## src/rtl/cache_refill_fsm.sv

```systemverilog
// Miss-handling sequencer: captures a missing line, requests it from memory,
// streams the returned words into the victim way, then commits tag/valid.
module cache_refill_fsm #(
    parameter int ADDR_SIZE      = 32,
    parameter int DATA_WIDTH     = 32,
    parameter int NUM_WAYS       = 4,
    parameter int WORDS_PER_LINE = 4
) (
    input  logic                              clk,
    input  logic                              rst,
    input  logic                              req_valid,
    input  logic [ADDR_SIZE-1:0]              req_addr,
    input  logic                              hit,
    input  logic [$clog2(NUM_WAYS)-1:0]       victim_way,
    output logic                              stall,
    output logic                              mem_req_valid,
    input  logic                              mem_req_ready,
    output logic [ADDR_SIZE-1:0]              mem_req_addr,
    input  logic                              mem_resp_valid,
    input  logic [DATA_WIDTH-1:0]             mem_resp_data,
    output logic                              fill_we,
    output logic [$clog2(NUM_WAYS)-1:0]       fill_way,
    output logic [$clog2(WORDS_PER_LINE)-1:0] fill_word,
    output logic [DATA_WIDTH-1:0]             fill_data,
    output logic                              tag_we,
    output logic                              cru_update,
    output logic                              protocol_err,
    output logic [31:0]                       miss_count
);

    localparam int WAY_W    = $clog2(NUM_WAYS);
    localparam int WORD_W   = $clog2(WORDS_PER_LINE);
    localparam int OFF_BITS = $clog2(WORDS_PER_LINE * DATA_WIDTH / 8);

    typedef enum logic [1:0] {IDLE, REQ, FILL, COMMIT} state_t;

    state_t              state_q, state_d;
    logic [ADDR_SIZE-1:0] line_addr_q, line_addr;
    logic [WAY_W-1:0]     way_q;
    logic [WORD_W-1:0]    cnt_q;
    logic                 miss;

    always_comb begin
        line_addr                 = req_addr;
        line_addr[OFF_BITS-1:0]   = '0;
    end

    assign miss         = req_valid && !hit;
    assign mem_req_addr = line_addr_q;
    assign fill_way     = way_q;
    assign fill_word    = cnt_q;
    assign fill_data    = mem_resp_data;

    always_comb begin
        state_d       = state_q;
        stall         = 1'b1;
        mem_req_valid = 1'b0;
        fill_we       = 1'b0;
        tag_we        = 1'b0;
        cru_update    = 1'b0;
        case (state_q)
            IDLE: begin
                stall = miss;
                if (miss) state_d = REQ;
            end
            REQ: begin
                mem_req_valid = 1'b1;
                if (mem_req_ready) state_d = FILL;
            end
            FILL: begin
                if (mem_resp_valid) begin
                    fill_we = 1'b1;
                    if (cnt_q == WORD_W'(WORDS_PER_LINE - 1)) state_d = COMMIT;
                end
            end
            COMMIT: begin
                tag_we     = 1'b1;
                cru_update = 1'b1;
                state_d    = IDLE;
            end
            default: state_d = IDLE;
        endcase
        // Reset suppresses strobes in its own cycle so an aborted fill never commits.
        if (rst) begin
            state_d       = IDLE;
            mem_req_valid = 1'b0;
            fill_we       = 1'b0;
            tag_we        = 1'b0;
            cru_update    = 1'b0;
        end
    end

    always_ff @(posedge clk) begin
        if (rst) begin
            state_q      <= IDLE;
            line_addr_q  <= '0;
            way_q        <= '0;
            cnt_q        <= '0;
            protocol_err <= 1'b0;
            miss_count   <= '0;
        end else begin
            state_q <= state_d;
            if (state_q == IDLE && miss) begin
                line_addr_q <= line_addr;
                way_q       <= victim_way;
                if (miss_count != '1) miss_count <= miss_count + 32'd1;
            end
            if (mem_req_valid && mem_req_ready) cnt_q <= '0;
            else if (fill_we)                   cnt_q <= cnt_q + 1'b1;
            if (mem_resp_valid && state_q != FILL) protocol_err <= 1'b1;
        end
    end

endmodule

```

## config.mk

```make
export PLATFORM = sky130hd
export DESIGN_NAME = cache_refill_fsm
export DESIGN_NICKNAME = d
export VERILOG_FILES = /design/src/rtl/cache_refill_fsm.sv
export SDC_FILE = /design/constraint.sdc
export NUM_CORES = 1
export LEC_CHECK = 0
export ABC_CLOCK_PERIOD_IN_PS = 4100
export BUFFER_PORTS_ARGS = -buffer_cell sky130_fd_sc_hd__buf_2
export CAP_MARGIN = 15
export CORE_ASPECT_RATIO = 1.25
export CORE_UTILIZATION = 42
export DETAILED_ROUTE_END_ITERATION = 16
export GPL_ROUTABILITY_DRIVEN = 0
export PLACE_DENSITY = 0.76
export SYNTH_ARGS = -nofsm -noshare
export SYNTH_HDL_FRONTEND = slang
export SYNTH_SLANG_ARGS = --single-unit
export TNS_END_PERCENT = 30
```

## constraint.sdc

```tcl
create_clock -name clk -period 4.1 [get_ports clk]
set_input_delay 0 -clock clk [delete_from_list [all_inputs] [get_ports clk]]
set_output_delay 0 -clock clk [all_outputs]
set_load 0.03 [all_outputs]
```

### Word level (Yosys, flattened, before mapping)

Cells that the tools add are included.

| storage, ports and cells | value |
|---|---|
| bits in writable memories | 0 |
| memories | 0 |
| logic and storage cells | 40 |
| bits in registers | 67 |
| bits in latches | 0 |
| bits in read-only memories | 0 |

| cells by class | value |
|---|---|
| div/mod/pow operators | 0 |
| magnitude comparators | 0 |
| bitwise gates (word level) | 0 |
| $add $sub $neg | 2 |
| $mul | 0 |
| shift-type cells | 0 |
| reduce and logical (&&, ||, !) cells | 9 |
| eq/ne operators | 10 |
| muxes and demuxes | 13 |

Operator list:

| operator | count |
|---|---|
| $add 32x1->32 const B | 1 |
| $ne 32x32->1 const B | 1 |
| $ne 2x2->1 const B | 5 |
| $mux 1 | 8 |
| $mux 2 | 4 |
| $pmux 2 s4 | 1 |
| $eq 2x2->1 const B | 3 |
| $logic_and 1x1->1 | 4 |
| $reduce_and 4->1 | 1 |
| $add 2x1->2 const B | 1 |
| $eq 2x1->1 const B | 1 |
| $logic_not 2->1 | 1 |
| $reduce_and 2->1 | 1 |
| $reduce_or 2->1 | 1 |
| $logic_not 1->1 | 1 |

### Depth between registers and ports, before layout

| logic depth | value |
|---|---|
| word-level depth | 5 |
| mapped depth | 9 |
| gate-level depth less buffers | 7 |

### Worst setup path before layout

OpenSTA, ideal clock, no wires.

| timing | value |
|---|---|
| kind | flip-flop to flip-flop |
| from | reg miss_count[13] |
| to | reg miss_count[29] |
| arrival | 2.224 ns |
| setup time | 0.068 ns |
| cell stages (with the launch flop) | 9 |
| path buffers | 3 |
| required time | 4.032 ns |
| slack | 1.808 ns |
| path through | dfxtp_1 > nand4_4 > or4_1 > buf_2 > o311ai_4 > buf_6 > buf_8 > o31ai_1 > a21oi_2 |

| between the ends | value |
|---|---|
| word-level cells in the longest chain between the ends | 2 |
| elaborated cells between the ends (all ways) | 3 |
| those cells by class | 1 x add/sub; 1 x eq/ne; 1 x reduce/logical |

Ends and longest elaborated chain:

| item | line | source |
|---|---|---|
| start, declared | 28 | `output logic [31:0] miss_count` |
| start signal, assigned | 106 | `if (miss_count != '1) miss_count <= miss_count + 32'd1;` |
| branches (longest 2 deep; another with $add 32x1->32) | n/a |  |

Several ways; the timed one is not identified.
A chain may end at the register's enable or synchronous reset.

### Final worst setup path

| timing | value |
|---|---|
| from | reg state_q[0] |
| to | reg miss_count[31] |

| between the ends | value |
|---|---|
| word-level cells in the longest chain between the ends | 3 |

Ends and longest elaborated chain:

| item | line | source |
|---|---|---|
| start, declared | 37 | `state_t state_q, state_d;` |
| start signal, assigned | 102 | `state_q <= state_d;` |
| $logic_not 2->1 | 103 | `if (state_q == IDLE && miss) begin` |
| $logic_and 1x1->1 | 103 |  |
| $reduce_and 2->1 (no line) | n/a |  |

Every way passes these cells.

==> results.toml <==
[grt]
busiest_layer = "met2"
grt_antenna_before_repair = 0
track_usage = 0.206
grt_max_degree = 42
grt_pass1_vias = 2821
met2_usage = 0.329
grt_use_met3 = 0.0679
overflow = 0
grt_pass1_wl_um = 12800
met1_usage = 0.222

[synth]
synth_edf_count = 0
synth-main-ff-cell = "dfxtp_1"
yosysUniqueCellTypes = 45
yosys_warnings = 0
synth_cells = 407
async_reset_ff_frac = 0
synth.ff_latch_count = 67
yosysSeqAreaShare = 0.410
avgSynthCellArea_um2 = 8.04
netlist_area_um2 = 3270

[power]
clockPowerShare = 0.354
p_per_area_nw_per_um2 = 426
p_int_uw = 1200
p_sw_frac = 0.319
p_comb_frac = 0.231
p_seq_frac = 0.415
peakVddDrop_uv = 340
p_leak_uw = 0.00172
power_switching_uw = 559

[worst_setup_path]
rr_startpoint = "state_q[0]"
path_max_fanout = 20
critical_path_class = "register to register"
required_ns = 4.38
crit_path_end_kind = "register"
arrival_ns = 2.90
reg2reg_setup_slack_ns = 1.47
worstSetupStartpointType = "register"
reg2reg_to = "miss_count[31]"
ff2ff_path_depth = 7

[min_path]
hp-start = "mem_resp_data[13]"
hold_depth = 0
hold_class = "primary input to output pin"
min_to = "fill_data[13]"

[clock_network]
cts.sinks = 67
clkLatencyLatePin_ns = 0.34
cts_setup_buffers = 0
cts_hold_buf = 32
cts.repair.resized = 0
cts_made_buffers = 9
clk_pin_slew_ns = 0.07
clock-root-buffer = "clkbuf_8"
cts.path.max_buffers = 2
cts_tree = "done"
htree_levels = 3

[routing]
final_antenna_net_count = 0
vias = 3118
drtIter0Drc = 106
routed_wl_um = 8260
wl_per_cell_um = 13.7
first_pass_iters = 4
drc = 0
viasPerCell = 5.19

[sta]
layout_setup_ws_ns = 1.47
period_share = 0.641
period_minus_slack_ns = 2.63
fin_tns_setup_ns = 0
timing.fmax_mhz = 381
setup_viol = 0
worst_slew_pin_slew_ns = 0.725
rsz0062_at_grt = "no"
finalHoldViolCount = 0
relSlewSlack = 0.516
final-max-slew-violation-count = 0
fin_skew_ns = 0.00913

[placed_design]
pre_cts_ws_ns = 1.46
portBuffers = 105
dp_hpwl_um = 5560

[floorplan]
rows = 35
die_y_um = 101
initial_core_util = 0.440
fp.dieW_um = 81.0
coreArea_um2 = 7440
ios = 178
dieArea_um2 = 8150

[job]
cap_violations = 0

[layout]
final_cell_mix = "buf_2 (105), nand2_1 (79), dfxtp_1 (67)"
final_core_util = 0.554
area_growth_pct = 25.9
seq_area_um2 = 1340
layout_commonest_cell = "buf_2"
fillCellCount = 678
antenna_cells = 0
drive_gt1_frac = 0.269
multiInputGateArea_um2 = 1540
nets = 583

[run_status]
status = "completed"
-- final cells by class --
| cell class | instances | area share |
|---|---|---|
| Clock buffer | 10 | 0.0334 |
| Inverter | 9 | 0.00820 |
| Timing Repair Buffer | 140 | 0.211 |
| Clock inverter | 6 | 0.0213 |
| Multi-Input combinational cell | 277 | 0.373 |
| Sequential cell | 67 | 0.325 |
| Tap cell | 92 | 0.0279 |
-- sequential cells by signal, summed over array words and instances, names as in the netlist --
register and flops:
fill_way 2, mem_req_addr 28, protocol_err 1, miss_count 32, fill_word 2, state_q 2
-- worst max-delay path, cell delays in order (launching register included) --
cell	delay (ns)
dfxtp_1	0.35
inv_1	0.11
ha_1	0.21
nand3b_1	0.36
nor2_1	0.48
o311ai_4	0.33
or4_1	0.59
a21oi_2	0.14
-- cell families (layout without fill, tap and decap cells) --
family	Yosys count	in the layout	synth area share
and+or+nand+nor	167	167	0.247
AOI/OAI and AO/OA	90	90	0.165
DFF	67	67	0.410
buffers and inverters	66	165	0.125
adders and majority gates	7	7	0.0268
xor gates and xnor gates	7	7	0.0187
muxes	2	2	0.00650
other	1	4	0.00115
-- power groups by stage --
stage / clock (uW) / sequential, uW / combinational, uW
2_1_floorplan: 0 / 815 / 260
3_3_place_gp: 0 / 739 / 374
3_5_place_dp: 0 / 742 / 383
4_1_cts: 642 / 727 / 407
5_1_grt: 668 / 733 / 447
6_report: 622 / 728 / 405
-- worst max path at each step --
stage,startpoint,end,depth (start not counted)
floorplan,miss_count[13],miss_count[29],8
global placement,state_q[0],miss_count[31],7
detailed placement,state_q[0],miss_count[31],7
CTS,state_q[0],miss_count[31],7
global route,state_q[0],miss_count[29],7
finish,state_q[0],miss_count[31],7
-- per-layer routing --
| metal | vias to the layer above | wire [um] |
|---|---|---|
| met5 | - | 0 |
| met4 | 0 | 421 |
| met3 | 39 | 502 |
| met2 | 94 | 3980 |
| met1 | 1435 | 3360 |
| li1 | 1550 | - |
-- cell usage after synthesis, types with 2 or more instances --
library cell	n	area share
nor2b_1	4	0.0076
buf_2	2	0.0031
a21oi_2	6	0.016
xor2_1	4	0.011
nor2_1	23	0.026
ha_1	7	0.027
inv_1	9	0.010
xnor2_1	3	0.0080
nand4_1	11	0.021
dfxtp_1	67	0.41
nand2_1	79	0.091
or2_1	2	0.0038
a31oi_1	2	0.0038
or4_1	8	0.018
or3_1	17	0.032
o21ai_0	2	0.0031
clkbuf_1	15	0.017
nor3_2	2	0.0061
nor4_1	4	0.0076
nand3_1	9	0.014
buf_4	37	0.085
o21ai_1	15	0.023
a21oi_1	49	0.075
o31ai_1	7	0.016
nor3_1	3	0.0046
-- through the flow --
| stage | instance area (um2) | total power, uW | std cells | hold WS, ns |
|---|---|---|---|---|
| 6_report | 4120 | 1750 | 601 | 0.0000116 |
| 4_1_cts | 4120 | 1780 | 601 | 0.000205 |
| 5_1_grt | 4120 | 1850 | 601 | 0.0000435 |
| 3_3_place_gp | 3580 | 1110 | 553 | 0.000205 |
| 2_1_floorplan | 3280 | 1080 | 410 | 0.132 |
| 3_5_place_dp | 3580 | 1130 | 553 | 0.000205 |
Power figures use the tool's default switching activity.
